--- src/rtl/ext_intr_arbiter.sv ---
// ext_intr_arbiter: fixed-priority external interrupt arbiter with claim/complete handshake
module ext_intr_arbiter #(
  parameter int          NUM_SRC    = 8,
  parameter int          CAUSE_BASE = 16,
  parameter logic [31:0] EDGE_MASK  = 32'h0
) (
  input  logic               clk_i,
  input  logic               rst_ni,
  input  logic [NUM_SRC-1:0] src_i,
  input  logic               claim_i,
  input  logic               complete_i,
  input  logic               cfg_we_i,
  input  logic [1:0]         cfg_addr_i,
  input  logic [31:0]        cfg_wdata_i,
  output logic [31:0]        cfg_rdata_o,
  output logic               m_ext_intr_o,
  output logic [30:0]        mcause_o,
  output logic               busy_o
);
  localparam int ID_W = $clog2(NUM_SRC);

  typedef enum logic [1:0] {IDLE, REQ, SERVING} state_t;

  state_t             state, state_nxt;
  logic [NUM_SRC-1:0] enable, enable_nxt, pending, pending_nxt, src_q;
  logic [NUM_SRC-1:0] edge_m, rise, w1c, claim_clr, cand, cand_nxt;
  logic [ID_W-1:0]    active_id, winner;
  logic [30:0]        mcause_q;
  logic [31:0]        enable_rd, pending_rd, status_rd;
  logic               any_cand;
  logic               unused_ok;

  assign unused_ok   = &{1'b0, cfg_wdata_i};
  assign edge_m      = EDGE_MASK[NUM_SRC-1:0];
  assign rise        = src_i & ~src_q & edge_m;
  assign w1c         = (cfg_we_i && cfg_addr_i == 2'd1) ? cfg_wdata_i[NUM_SRC-1:0] : '0;
  assign claim_clr   = (state == REQ && claim_i) ? (NUM_SRC'(1) << active_id) : '0;
  // A new edge beats any clear (W1C or claim) landing in the same cycle
  assign pending_nxt = (edge_m & ((pending & ~(w1c | claim_clr)) | rise)) | (~edge_m & src_i);
  assign enable_nxt  = (cfg_we_i && cfg_addr_i == 2'd0) ? cfg_wdata_i[NUM_SRC-1:0] : enable;
  assign cand        = pending & enable;
  assign cand_nxt    = pending_nxt & enable_nxt;
  assign any_cand    = |cand;

  always_comb begin
    winner = '0;
    for (int i = NUM_SRC - 1; i >= 0; i--)
      if (cand[i]) winner = ID_W'(i);
  end

  always_ff @(posedge clk_i) begin
    if (!rst_ni) begin
      enable  <= '0;
      pending <= '0;
      src_q   <= '0;
    end else begin
      enable  <= enable_nxt;
      pending <= pending_nxt;
      src_q   <= src_i;
    end
  end

  always_ff @(posedge clk_i) begin
    if (!rst_ni) state <= IDLE;
    else         state <= state_nxt;
  end

  // Withdraw looks at next-cycle candidates so a disabling write drops the request at once
  always_comb begin
    state_nxt = state == IDLE ? (any_cand ? REQ : IDLE) :
                state == REQ  ? (claim_i ? SERVING : (cand_nxt[active_id] ? REQ : IDLE)) :
                                (complete_i ? IDLE : SERVING);
  end

  always_comb begin
    m_ext_intr_o = state == REQ;
    busy_o       = state != IDLE;
    mcause_o     = mcause_q;
  end

  always_ff @(posedge clk_i) begin
    if (!rst_ni) begin
      active_id <= '0;
      mcause_q  <= '0;
    end else if (state == IDLE && any_cand) begin
      active_id <= winner;
      mcause_q  <= 31'(CAUSE_BASE) + 31'(winner);
    end else if (state_nxt == IDLE) begin
      mcause_q  <= '0;
    end
  end

  always_comb begin
    enable_rd                 = '0;
    enable_rd[NUM_SRC-1:0]    = enable;
    pending_rd                = '0;
    pending_rd[NUM_SRC-1:0]   = pending;
    status_rd                 = '0;
    status_rd[31]             = state == SERVING;
    status_rd[30]             = state == REQ;
    status_rd[ID_W-1:0]       = active_id;
    cfg_rdata_o = cfg_addr_i == 2'd0 ? enable_rd :
                  cfg_addr_i == 2'd1 ? pending_rd :
                  cfg_addr_i == 2'd2 ? status_rd : '0;
  end
endmodule

--- config.mk ---
export PLATFORM = sky130hd
export DESIGN_NAME = ext_intr_arbiter
export DESIGN_NICKNAME = d
export VERILOG_FILES = /design/src/rtl/ext_intr_arbiter.sv
export SDC_FILE = /design/constraint.sdc
export NUM_CORES = 1
export LEC_CHECK = 0
export CORE_AREA = 2 2 72 74
export CTS_BUF_LIST = sky130_fd_sc_hd__clkbuf_4 sky130_fd_sc_hd__clkbuf_8 sky130_fd_sc_hd__clkbuf_16
export CTS_CLUSTER_SIZE = 20
export DETAILED_ROUTE_END_ITERATION = 7
export DIE_AREA = 0 0 74 76
export GPL_TIMING_DRIVEN = 0
export HOLD_SLACK_MARGIN = 0.1
export PLACE_DENSITY = 0.79
export SLEW_MARGIN = 5
export SYNTH_ARGS = -nofsm -noshare
export SYNTH_HDL_FRONTEND = slang
export SYNTH_SLANG_ARGS = --single-unit
--- constraint.sdc ---
create_clock -name clk_i -period 2.5 [get_ports clk_i]
set_input_delay 0.5 -clock clk_i [delete_from_list [all_inputs] [get_ports clk_i]]
set_output_delay 0.5 -clock clk_i [all_outputs]
set_load 0.05 [all_outputs]
# Word level (Yosys, flattened, before mapping)
# Index checks and enable logic that the tools add are counted.
word_totals:
  inputBits: 47
  out_inout_bits: 65
  wordCells: 43
  reg_bits: 52
classes:
  muxes: 22
  bitwise_logic: 2
  n_lt_le_gt_ge: 1
  n_addsub: 1
  reduce_logical: 8
  eq_ne: 4
op_table:
  columns: ["cell", "count"]
  rows:
  - ["2-to-1 mux 32 bit", 3]
  - ["2-to-1 mux 31 bit", 2]
  - ["2-to-1 mux 3 bit", 8]
  - ["AND 8 bit", 2]
  - ["2-to-1 mux 2 bit", 4]
  - ["2-to-1 mux 8 bit", 1]
  - ["OR reduction 8 bit", 1]
  - ["adder 5 x 3 -> 6 bit, first input constant", 1]
  - ["logical NOT 2 bit", 3]
  - ["equality test 2 x 1 -> 1 bit, second input constant", 2]
  - ["equality test 2 bit, second input constant", 2]
  - ["< comparator 3 x 4 -> 1 bit, second input constant", 1]
  - ["nonzero test 2 bit", 2]
  - ["binary-select mux 1 bit (select 3 bit)", 1]
  - ["2-to-1 mux 1 bit", 3]
  - ["logical AND 1 bit", 2]

# Logic depth before layout (Yosys ltp)
depth:
  depth_word: 13
  ltp_mapped: 7
  ltp_nobuf: 5

# Least setup slack after synthesis
# Ideal clock, no wire load.
synth_timing:
  kind: "input port to output port"
  start: "input cfg_addr_i[1]"
  end: "output cfg_rdata_o[31]"
  arrival_time_ps: 2458
  required_ps: 2000
  n_path_buf: 1
  cell_stages: 2
  slack_ps: -458
  cell_sequence: "buf_1 nor4b_1"
synth_between:
  elab_chain_cells: 4
  elab_cells_between_ends: 6
  classes_between: "eq/ne: 2; mux: 3; reduce/logical: 1"
synth_lines:
  columns: ["item", "line_no", "text"]
  rows:
  - ["start: declaration", "13", "input logic [1:0] cfg_addr_i,"]
  - ["equality test 2 bit", "104", "cfg_addr_i == 2'd2 ? status_rd : '0;"]
  - ["2-to-1 mux 32 bit", "104", null]
  - ["2-to-1 mux 32 bit", "103", "cfg_addr_i == 2'd1 ? pending_rd :"]
  - ["2-to-1 mux 32 bit *", "102", "cfg_rdata_o = cfg_addr_i == 2'd0 ? enable_rd :"]
  - ["end: declaration", "15", "output logic [31:0] cfg_rdata_o,"]
# Every way passes the cells marked *; elsewhere a longest branch is shown, timed or not.

# Final worst setup path
# Ends and elaborated chain as after synthesis.

==> impl_metrics.toml <==
[status]
status = "completed"

[sta]
timing.fmax_ghz = 0.418
drv_slew = 0
finalCritPeriodShare_pct = 95.8
setup_viol = 0
final.min_clock_period_ns = 2.40
fin_tns_setup_ns = 0
fin_worst_skew_ns = 0.00262
hold_violations = 0
tightest_slew_ns = 0.550
fin_hold_ws_ns = 0.469
rsz0062_at_grt = "yes"
slew_headroom_pct = 63.0

[logic_synthesis]
synth_compound_area_share_pct = 16.6
synth_seq_cells = 25
synth_area_leaders = "dfxtp_1 (30%), buf_4 (22%), nand2_1 (6.0%)"
seq_area_frac_synth_pct = 29.7
ys_types = 37
synthAdderAreaFrac_pct = 0
synthMuxAreaShare_pct = 6.08
synth_xor_area_share_pct = 0
syn_inst = 212
synth-edff-count = 0
synth_simple_gate_area_share_pct = 22.5
yosysTopAreaCell = "dfxtp_1"
synth_commonest_cells = "buf_4 (49), nand2_1 (27), dfxtp_1 (25), a21oi_1 (16), nor2_1 (11)"
post-synth-top-area-fraction_pct = 29.7
synth_top_flop_cell = "dfxtp_1"
avgSynthCellArea_sq_um = 7.96
synth_top_family_by_area = "buffers and inverters"
post-synth-top-count-cell = "buf_4"
synth-warning-count = 0
async_flop_share_pct = 0
synthesis.area_sq_um = 1690

[critical_path]
cp.arrival_ns = 1.90
critPathMaxFanout = 10
r2r-end = "mcause_o[4]"
worstSetupStartpoint = "cfg_addr_i[1]"
required_ns = 2.00
rrSetupSlack_ns = 0.61
r2r.worst_path.cells = 6
cp-start-kind = "input port"
end_kind = "output pin"
r2r-start = "active_id[0]"
crit_type = "in2out"

[cts]
cts-htree-levels = 1
post-cts-setup-buffer-count = 0
hold_buffers = 0
cts-root-buf = "clkbuf_8"
clock_path_buffers = 2
cts_tree = "built"
cts_buffers = 3
insertion_delay_ns = 0.27
cts.sinks = 25
clk_pin_slew_ns = 0.08

[detailed_routing]
drc = 0
drt-initial-drc-count = 89
drt_first_pass_iters = 4
wl_per_cell_um = 11.0
vias_per_cell = 4.23
via_count = 1575
routed_wl_um = 4090
postRouteAntennaNets = 0

[finish]
stdcell_area_sq_um = 2390
instances_no_fill = 372
diodes = 0
regArea_sq_um = 500
multi_input_area_sq_um = 952
area_growth_pct = 41.8
drive_above_1_share_pct = 24.5
fill_cells = 489
fin_nets = 350

[min_path]
holdPathStages = 2
min_path_type = "reg2reg"
hold_start = "mcause_o[4]"
min_to = "mcause_o[4]"

[power]
p_int_uw = 661
combPwrFrac_pct = 35.8
p_switching_uw = 395
p_clk_share_pct = 23.8
p_per_area_nw_per_um2 = 441
leakage_uw = 0.00108
p_sw_share_pct = 37.4
p_seq_share_pct = 40.3
vdd_drop_max_mv = 0.190

[global_routing]
antenna_found_initial = 0
grt_pass1_vias = 1470
track_usage_pct = 15.1
overflow = 0
grt_max_degree = 14
grt_first_pass_wirelength_um = 6720

[place]
hpwl_um = 3250
dpl_cell_area_sq_um = 2340
gp_congestion = 0.868
portBuffers = 38
dp_cells = 368

[floorplanning]
initial_core_util_pct = 34.4
row_count = 26
io_pins = 112
die-area_sq_um = 5620
die_y_um = 76
die_w_um = 74
core_area_sq_um = 4910

[flow_run]
cap_violations = 0
==> critical path, stage by stage <==
cell,delay (ns)
clkdlybuf4s50_1,0.52
clkbuf_4,0.24
nor4b_2,0.22
clkdlybuf4s15_2,0.40
==> power by group through the flow <==
| stage | logic (uW) | registers (uW) | clock network [uW] |
|---|---|---|---|
| global route | 400 | 428 | 271 |
| CTS | 375 | 425 | 250 |
| finish | 378 | 426 | 251 |
| detailed placement | 377 | 435 | 0 |
| global placement | 374 | 434 | 0 |
| floorplan | 305 | 432 | 0 |
==> kinds of logic after synthesis <==
group                  after synthesis
AND/OR/NAND/NOR                     73
buffers and inverters               61
AO/OA/AOI/OAI                       43
flip-flops                          25
multiplexers                         9
other                                1
==> stage by stage <==
| step | power [uW] | worst slack [ns] | utilization, % |
|---|---|---|---|
| floorplan | 736 | 0.233 | - |
| global placement | 808 | -0.645 | 47.7 |
| detailed placement | 811 | -0.685 | 47.7 |
| CTS | 1050 | 0.00941 | 48.8 |
| global route | 1100 | -0.00207 | 48.7 |
| finish | 1060 | 0.105 | 48.7 |
==> state kept, by name, summed over array words and instances, names as in the netlist <==
| register | flops |
|---|---|
| enable | 8 |
| state | 2 |
| pending | 8 |
| mcause_o | 4 |
| active_id | 3 |
==> how the worst max path moves through the flow <==
stage               slack [ns]              end
floorplan                 0.23  cfg_rdata_o[31]
global placement         -0.64  cfg_rdata_o[31]
detailed placement       -0.68   cfg_rdata_o[0]
CTS                      0.009   cfg_rdata_o[1]
global route            -0.002   cfg_rdata_o[2]
finish                    0.10  cfg_rdata_o[31]
==> layer usage <==
metal / vias to the layer above / global-route usage [%] / part of all wire, %
li1: 815 / - / -
met1: 690 / 19.0 / 41
met2: 63 / 25.3 / 50
met3: 7 / 3.17 / 8.2
met4: 0 / 4.73 / 1.2
met5: - / 0 / 0
==> layout make-up <==
cell class              instances  share of cell area [%]
inverters                       3                   0.470
plain buffers                  58                    17.5
well taps                      70                    3.66
repair buffers                 38                    15.6
clock buffers                   4                    2.04
multi-input cells             174                    39.8
flip-flops and latches         25                    20.9
==> repair_timing <==
action	CTS	global route
endpoints found under the setup margin	10	13
hold endpoints to repair	0	0
gates resized for setup	34	7
==> cells in the final DEF, fill, tap and decap left out, types with 2 or more instances in the layout <==
| master | synthesis | routed |
|---|---|---|
| nor3_1 | 2 | 2 |
| clkdlybuf4s15_2 | 0 | 7 |
| nand4_1 | 2 | 2 |
| a21oi_1 | 16 | 16 |
| nand2_1 | 27 | 27 |
| inv_1 | 3 | 3 |
| clkbuf_8 | 0 | 3 |
| nand3_1 | 4 | 4 |
| o21ai_1 | 0 | 3 |
| a31oi_1 | 4 | 4 |
| clkbuf_4 | 0 | 3 |
| a32oi_1 | 2 | 2 |
| conb_1 | 1 | 49 |
| clkbuf_2 | 0 | 2 |
| nor2b_1 | 4 | 4 |
| nor3b_1 | 2 | 2 |
| nor2_1 | 11 | 11 |
| mux2i_1 | 8 | 8 |
| and3b_1 | 5 | 5 |
| clkdlybuf4s50_1 | 0 | 28 |
| buf_2 | 1 | 3 |
| o211ai_1 | 2 | 2 |
| buf_4 | 49 | 49 |
| o21ai_0 | 7 | 4 |
| clkbuf_1 | 5 | 4 |
| a22oi_1 | 5 | 5 |
| and2_1 | 10 | 10 |
| dfxtp_1 | 25 | 25 |
| nand3b_1 | 2 | 2 |
No activity file was read; power rests on OpenSTA's default activity.
